`src/rtl/fetch_seq_pkg.sv`:
```
// Shared definitions for the instruction fetch sequencer: FSM states and
// opcode constants used by the sequencer and the decoder-side benches.
package fetch_seq_pkg;

  localparam int OP_W = 6;

  typedef enum logic [2:0] {
    S_IDLE     = 3'd0,
    S_FETCH_OP = 3'd1,
    S_FETCH_C  = 3'd2,
    S_EXEC     = 3'd3,
    S_HALT     = 3'd4
  } state_t;

  localparam logic [OP_W-1:0] OP_HALT = 6'h3F;
  localparam logic [OP_W-1:0] OP_JMP  = 6'h30;
  localparam logic [OP_W-1:0] OP_JNZ  = 6'h31;
  localparam logic [OP_W-1:0] OP_JZ   = 6'h32;
  localparam logic [OP_W-1:0] OP_JR   = 6'h2C;

endpackage

```
`src/rtl/fetch_seq.sv`:
```
// Instruction fetch sequencer: fetches opcode and constant words over a
// req/ack handshake, holds them for EXEC, then applies the branch decision.
module fetch_seq
  import fetch_seq_pkg::*;
#(
  parameter int                 DATA_W   = 8,
  parameter int                 ADDR_W   = 8,
  parameter logic [ADDR_W-1:0]  RESET_PC = '0
) (
  input  logic              clk,
  input  logic              rst_n,
  input  logic              run,
  output logic              mem_req,
  output logic [ADDR_W-1:0] mem_addr,
  input  logic [DATA_W-1:0] mem_rdata,
  input  logic              mem_ack,
  output logic [OP_W-1:0]   op,
  output logic [DATA_W-1:0] c,
  output logic [ADDR_W-1:0] pc,
  output logic              exec_valid,
  input  logic              exec_busy,
  input  logic              br_taken,
  input  logic [ADDR_W-1:0] br_target,
  output logic              halted
);

  state_t            state;
  logic [OP_W-1:0]   op_reg;
  logic [ADDR_W-1:0] pc_inc;

  // Wraps modulo 2^ADDR_W, so a C word at the top address is followed by 0.
  assign pc_inc   = pc + ADDR_W'(1);
  // pc only moves on an ack, so the address is stable for the whole request.
  assign mem_addr = pc;

  // NOTE: all state and registered outputs use non-blocking assignments so
  // every branch below sees the pre-edge values, independent of statement order.
  always_ff @(posedge clk or negedge rst_n) begin
    if (!rst_n) begin
      state      <= S_IDLE;
      pc         <= RESET_PC;
      op_reg     <= OP_HALT;
      op         <= OP_HALT;
      c          <= '0;
      mem_req    <= 1'b0;
      exec_valid <= 1'b0;
      halted     <= 1'b0;
    end else begin
      case (state)
        S_IDLE: begin
          if (run) begin
            state   <= S_FETCH_OP;
            mem_req <= 1'b1;
          end
        end
        S_FETCH_OP: begin
          if (mem_ack) begin
            op_reg <= mem_rdata[DATA_W-1 -: OP_W];
            pc     <= pc_inc;
            state  <= S_FETCH_C;
          end
        end
        S_FETCH_C: begin
          if (mem_ack) begin
            c          <= mem_rdata;
            pc         <= pc_inc;
            state      <= S_EXEC;
            mem_req    <= 1'b0;
            exec_valid <= 1'b1;
            op         <= op_reg;
          end
        end
        S_EXEC: begin
          if (!exec_busy) begin
            if (br_taken) pc <= br_target;
            exec_valid <= 1'b0;
            op         <= OP_HALT;
            if (op_reg == OP_HALT) begin
              state  <= S_HALT;
              halted <= 1'b1;
            end else begin
              state   <= S_FETCH_OP;
              mem_req <= 1'b1;
            end
          end
        end
        S_HALT: begin
          state <= S_HALT;
        end
        default: begin
          state      <= S_IDLE;
          mem_req    <= 1'b0;
          exec_valid <= 1'b0;
          op         <= OP_HALT;
        end
      endcase
    end
  end

endmodule

```
`config.mk`:
```
export PLATFORM = sky130hd
export DESIGN_NAME = fetch_seq
export DESIGN_NICKNAME = d
export VERILOG_FILES = /design/src/rtl/fetch_seq_pkg.sv /design/src/rtl/fetch_seq.sv
export SDC_FILE = /design/constraint.sdc
export NUM_CORES = 1
export LEC_CHECK = 0
export CORE_MARGIN = 2
export CORE_UTILIZATION = 46
export DETAILED_ROUTE_END_ITERATION = 12
export GPL_TIMING_DRIVEN = 0
export PLACE_DENSITY = 0.81
export SLEW_MARGIN = 20
export SYNTH_ARGS = -nofsm -noshare
export SYNTH_HDL_FRONTEND = slang
export SYNTH_SLANG_ARGS = --single-unit
```
`constraint.sdc`:
```
create_clock -name clk -period 1.8 [get_ports clk]
set_input_delay 0.27 -clock clk [delete_from_list [all_inputs] [get_ports clk]]
set_output_delay 0.27 -clock clk [all_outputs]
set_load 0.05 [all_outputs]
```
==> flow_metrics.py <==
metrics = {
    "critical_path": {
        "max_stage_delay_ns": 0.82,
        "crit_buf_inv": 1,
        "cp_slowest_cell": "clkdlybuf4s50_1",
        "cp.required_ns": 1.53,
        "worst-endpoint-arrival_ns": 1.46,
        "crit_chain": "clkdlybuf4s50_1",
        "critPathKind": "reg2out",
        "cp_max_fo": 2,
        "end_kind": "output pin",
        "setup.worst_path.start_class": "flip-flop",
        "cp_top_family": "buffers and inverters",
    },
    "power_and_ir_drop": {
        "pwr-share-clk": 0.126,
        "switching_share": 0.492,
        "p_leak_nw": 1.06,
        "power_mw": 5.28,
        "powerDensity_mw_per_mm2": 2180,
        "power_switching_mw": 2.60,
        "max-vdd-ir-drop_v": 0.00106,
        "comb_power_share": 0.588,
        "p_int_mw": 2.68,
        "p_seq_frac": 0.286,
    },
    "logic_synthesis": {
        "synth-edff-count": 0,
        "syn_area_mm2": 0.00171,
        "synth_simple_gate_area_share": 0.192,
        "synth.avg_cell_area_um2": 10.3,
        "synth_area_leaders": "dfrtp_1 32%, dfstp_2 18%, nand2_1 7.5%",
        "synth_top_family_by_area": "simple AND/OR/NAND/NOR gates",
        "synth_seq_cells": 34,
        "syn_inst": 165,
        "yosysMostFrequentCell": "nand2_1",
        "synth_adder_area_share": 0.00733,
        "ys_types": 41,
        "synth-async-reset-ratio": 1.00,
        "synth_compound_area_frac": 0.179,
        "synth_nets": 188,
        "ys.flop_type": "dfrtp_1",
        "synthMuxAreaShare": 0.0521,
        "synthXorXnorAreaFrac": 0,
        "synth_top_area_cell": "dfrtp_1",
        "synth_top_cell_area_share": 0.323,
        "synthTopCellsByCount": "34 x nand2_1, 22 x dfrtp_1, 12 x dfstp_2",
        "ys_seq_area_frac": 0.507,
        "yosysWarnings": 0,
    },
    "routing": {
        "vias": 1493,
        "drc": 0,
        "antenna_left": 0,
        "drt_iter0_drc": 100,
        "wl_met3_um": 265,
        "drt-met1-wl_um": 1690,
        "dr.pass1.iters": 4,
        "maxUsedRoutingLayer": "met4",
        "wl_per_cell_um": 13.8,
        "routed_wirelength_um": 3830,
        "wl_met2_um": 1800,
        "viasPerCell": 5.39,
    },
    "clock_tree": {
        "clkLatencyLatePin_ns": 0.29,
        "cts_root_buf": "clkbuf_8",
        "cts_max_level": 2,
        "clock-sinks": 34,
        "cts_made_buffers": 5,
        "clock_path_buffers": 2,
        "clk_pin_slew_ns": 0.07,
        "post_cts_buffers": 0,
        "tritoncts": "done",
    },
    "final_layout": {
        "areaGrowthSynthToFinish_pct": 41.7,
        "layoutNonFillerInstCount": 277,
        "drive_above_1_share": 0.227,
        "nets": 251,
        "antenna_cells": 0,
        "largest_reg_flops": 12,
        "fin_util": 0.671,
        "num-fill-cells": 297,
    },
    "grt": {
        "antenna_found_initial": 0,
        "globalRouteOverflowTotal": 0,
        "grt_max_degree": 33,
        "grt_pass1_wl_um": 6560,
        "grt_usage": 0.206,
        "grt_pass1_vias": 1374,
    },
    "floorplan": {
        "num_rows": 22,
        "io_pins": 55,
        "die_area_mm2": 0.00421,
        "die_x_um": 64.9,
        "die_y_um": 64.9,
        "coreArea_mm2": 0.00361,
        "start_util": 0.473,
    },
    "placement": {
        "port_buffers": 54,
        "dpl.cell_count": 268,
        "place_ws_ns": -0.132,
        "dpl.hpwl_um": 2660,
        "place_congestion": 0.834,
    },
    "timing": {
        "tightest_slew_ns": 0.522,
        "final_hold_viol_count": 0,
        "slew_headroom": 0.651,
        "drv_slew": 0,
        "fin_skew_ns": 0.00692,
        "period_needed_ns": 1.73,
        "max_freq_mhz": 576,
        "fin_ws_ns": 0.0651,
        "finalSetupViolations": 0,
        "whs_ns": 0.318,
        "rsz0062_at_grt": "false",
        "post-route-period-util": 0.964,
    },
    "job": {
        "drv_cap": 0,
    },
    "outcome": {
        "status": "complete, no violations",
    },
    "min_path": {
        "min_path_type": "in2async",
    },
}
worst paths after layout:
kind / start / to / slack, ns / cells after the start
max: halted$_DFFE_PN0P_ / halted / 0.07 / 1
min: rst_n / mem_addr[1]$_DFFE_PN0P_ / 0.32 / 2
max reg2reg: state[1]$_DFFE_PN0P_ / op_reg[2]$_DFFE_PN1P_ / 0.20 / 3
min reg2reg: c[5]$_DFFE_PN0P_ / c[5]$_DFFE_PN0P_ / 0.47 / 2
max in group asynchronous: rst_n / op[4]$_DFFE_PN1P_ / 1.04 / 3
min in group clk: c[5]$_DFFE_PN0P_ / c[5]$_DFFE_PN0P_ / 0.47 / 2
through the flow:
stage	instance area (um^2)	setup TNS (ns)
after floorplan	1710	0
after global placement	2310	-6.58
after detailed placement	2320	-1.49
after CTS	2410	0
after global routing	2420	0
final	2420	0
cell families (layout without fill, tap and decap cells):
group           Yosys count  in the layout
compound gates           41             41
fa+ha+maj                 1              1
buf+inv                  17             81
flops                    34             34
mux                       8              8
simple gates             64             64
worst reg2reg max path: stages (launching register included):
cell and delay (ns):
dfrtp_1 0.43, nand2b_1 0.28, nor3_2 0.42, mux2_2 0.40
layer usage:
layer / GRT usage / vias up
li1: - / 708
met1: 0.258 / 719
met2: 0.330 / 60
met3: 0.0556 / 6
met4: 0.0957 / 0
met5: 0 / -
power groups by stage:
stage	sequential, mW	combinational [mW]	clock, mW
after floorplan	2.35	1.46	0
after global placement	1.51	3.23	0
after detailed placement	1.53	3.27	0
after CTS	1.51	3.12	0.685
after global routing	1.57	3.33	0.726
final	1.51	3.10	0.666
cells in the final DEF (no fill, tap or decap), drive strengths merged, types with 2 or more instances in the layout:
master,count
nor2,7
dfrtp,22
clkbuf,12
buf,13
and3,2
nand3,7
a211oi,2
and4,2
dlygate4sd2,22
o22a,6
nand2,34
o21ai,10
dfstp,12
nand2b,3
a21oi,11
o22ai,2
mux2,7
clkdlybuf4s50,30
a2bb2oi,3
inv,2
nand3b,2
and3b,2
timing repair:
action	4_1_cts	5_1_grt
gates resized for setup	22	3
endpoints found under the setup margin	22	2
hold buffers	1	0
endpoints found under the hold margin	22	0
pin swaps	0	0
area by class of cell:
| class | count | area [um^2] | share of cell area |
|---|---|---|---|
| sequential | 34 | 866 | 0.358 |
| multi-input combinational | 114 | 734 | 0.304 |
| timing repair buffer | 56 | 541 | 0.223 |
| clock buffer | 8 | 110 | 0.0455 |
| buffer | 15 | 100 | 0.0414 |
| tap | 48 | 60.1 | 0.0248 |
| inverter | 2 | 7.51 | 0.00310 |
Note: power is estimated with default switching activity, not from simulation.
==> variant (same flow settings) <==
`DATA_W`: 8 -> 12.
--- a/src/rtl/fetch_seq.sv
+++ b/src/rtl/fetch_seq.sv
@@ -3,7 +3,7 @@
 module fetch_seq
   import fetch_seq_pkg::*;
 #(
-  parameter int                 DATA_W   = 8,
+  parameter int                 DATA_W   = 12,
   parameter int                 ADDR_W   = 8,
   parameter logic [ADDR_W-1:0]  RESET_PC = '0
 ) (
Interface: changed (resized c and mem_rdata); port bits go from 55 to 63. No check against the original RTL was run, so the function may have changed too.
==> variant against the unedited design <==
  * Critical path depth is the same
  * Core utilization grew 3.2 points
  * Final area grew 8.8%
  * Non-clock buffer count grew 8
  * Wire length grew 11%
  * Via count grew 5.7%
  * Setup slack lost 0.0027 ns
  * Area after synthesis grew 7.8%
  * Clock power shrank 8.4%
  * Die area grew 7.4%
  * Sequential cell count grew 4
  * Power grew 7.3%
  * Critical path type unchanged
  * Critical endpoint is now c[3]
  * Highest routed layer unchanged
==> variant: results (changes against the unedited design) <==
[pwr]
ir_drop_uv = 1340  ; +26%
pwr-share-seq = 0.293  ; +0.007
p_seq_w = 0.00166  ; +9.9%
p_int_w = 0.00282  ; +5.1%
leakage_nw = 1.17  ; +11%
pg_clk_w = 0.000610  ; -8.4%

[setup_path]
ff2ff_setup_slack_ns = 0.16  ; -0.04 ns
r2r-start = state[0]$_DFFE_PN0P_
r2r-end = mem_addr[3]$_DFFE_PN0P_
crit_start = c[3]$_DFFE_PN0P_
cp-endpoint = c[3]
worstRegToRegCells = 6  ; +3

[synthesis]
ys_top_cells_by_count = nand2_1, dfrtp_1, dfstp_2, a21oi_1, o21ai_0
synth_cell_types = 40  ; -2.4%
synth.avg_cell_area_um2 = 10.2  ; -1.7%
synth.net_count = 208  ; +11%
ys_top_cells_by_area = dfrtp_1, dfstp_2, nand2_1, mux2_2, buf_4

[timing]
tightest_slew_ns = 0.528  ; +0.00610 ns
fin_worst_skew_ns = 0.00441  ; -0.00251 ns

[routing]
post_drt_wl_per_cell_um = 14.2  ; +2.5%
drtPass1Iterations = 4  ; unchanged
drt_wl_total_mm = 4.26  ; +11%
viasPerCell = 5.24  ; -2.7%

[finish]
drive_above_1_share = 0.190  ; -0.0374
nets = 279  ; +11%

[clock_network]
clock_path_buffers = 2  ; unchanged

[global_route]
grt_max_degree = 23  ; -30%
grt.total_usage = 0.209  ; +0.00368
first_global_vias = 1504  ; +9.5%

[placed_design]
dp.cells = 292  ; +9.0%
gp_congestion = 0.784  ; -6.0%

[run_status]
outcome = complete, no violations

## variant: changes by cell type in the layout (fill, tap and decap cells not counted), moves of 2 or more
cell and change:
clkbuf_1 -3, a2bb2oi_2 -2, and3b_1 +2, clkdlybuf4s50_1 +8, a2bb2oi_1 +2, clkbuf_8 -2, and3b_2 -2, buf_1 +2
buf_2 +3, nand2_1 +12, dfrtp_1 +4
## variant: routing by layer
layer / up-vias / GRT usage / wire [µm]
met1: 754 / 0.258 / 1810
met2: 44 / 0.348 / 2120
met4: 0 / 0.0740 / 55
li1: 774 / - / -
met3: 6 / 0.0650 / 277
met5: - / 0 / 0
## variant: repair_timing
item / in CTS / in global routing
hold endpoints to repair: 12 / 0
setup endpoints to repair: 21 / 12
gates resized for setup: 21 / 4
cloned: 0 / 0
hold buffers: 1 / 0
## variant: area by class of cell
class	count	area, µm²	share of cell area
Tap cell	48	60.1	0.0228
Clock buffer	6	82.6	0.0314
Buffer	15	98.8	0.0375
Clock inverter	2	12.5	0.00475
Sequential cell	38	966	0.367
Multi-Input combinational cell	126	773	0.294
Inverter	2	7.51	0.00285
Timing Repair Buffer	64	632	0.240
## variant: through the flow
step,TNS [ns],setup slack (ns),instance area [µm²],hold slack (ns)
after detailed placement,-1.52,-0.130,2540,0.228
after global routing,0,0.0187,2630,0.482
final,0,0.0624,2630,0.459
after floorplan,0,0.211,1840,-0.0256
after CTS,0,0.00408,2620,0.456
after global placement,-12.26,-0.408,2520,0.448
## variant: cells by family after synthesis
kind of cell    after synthesis  synth area share
flops                        38             0.525
mux                           8            0.0483
compound gates               41             0.159
fa+ha+maj                     1           0.00680
simple gates                 76             0.203
buf+inv                      17            0.0578
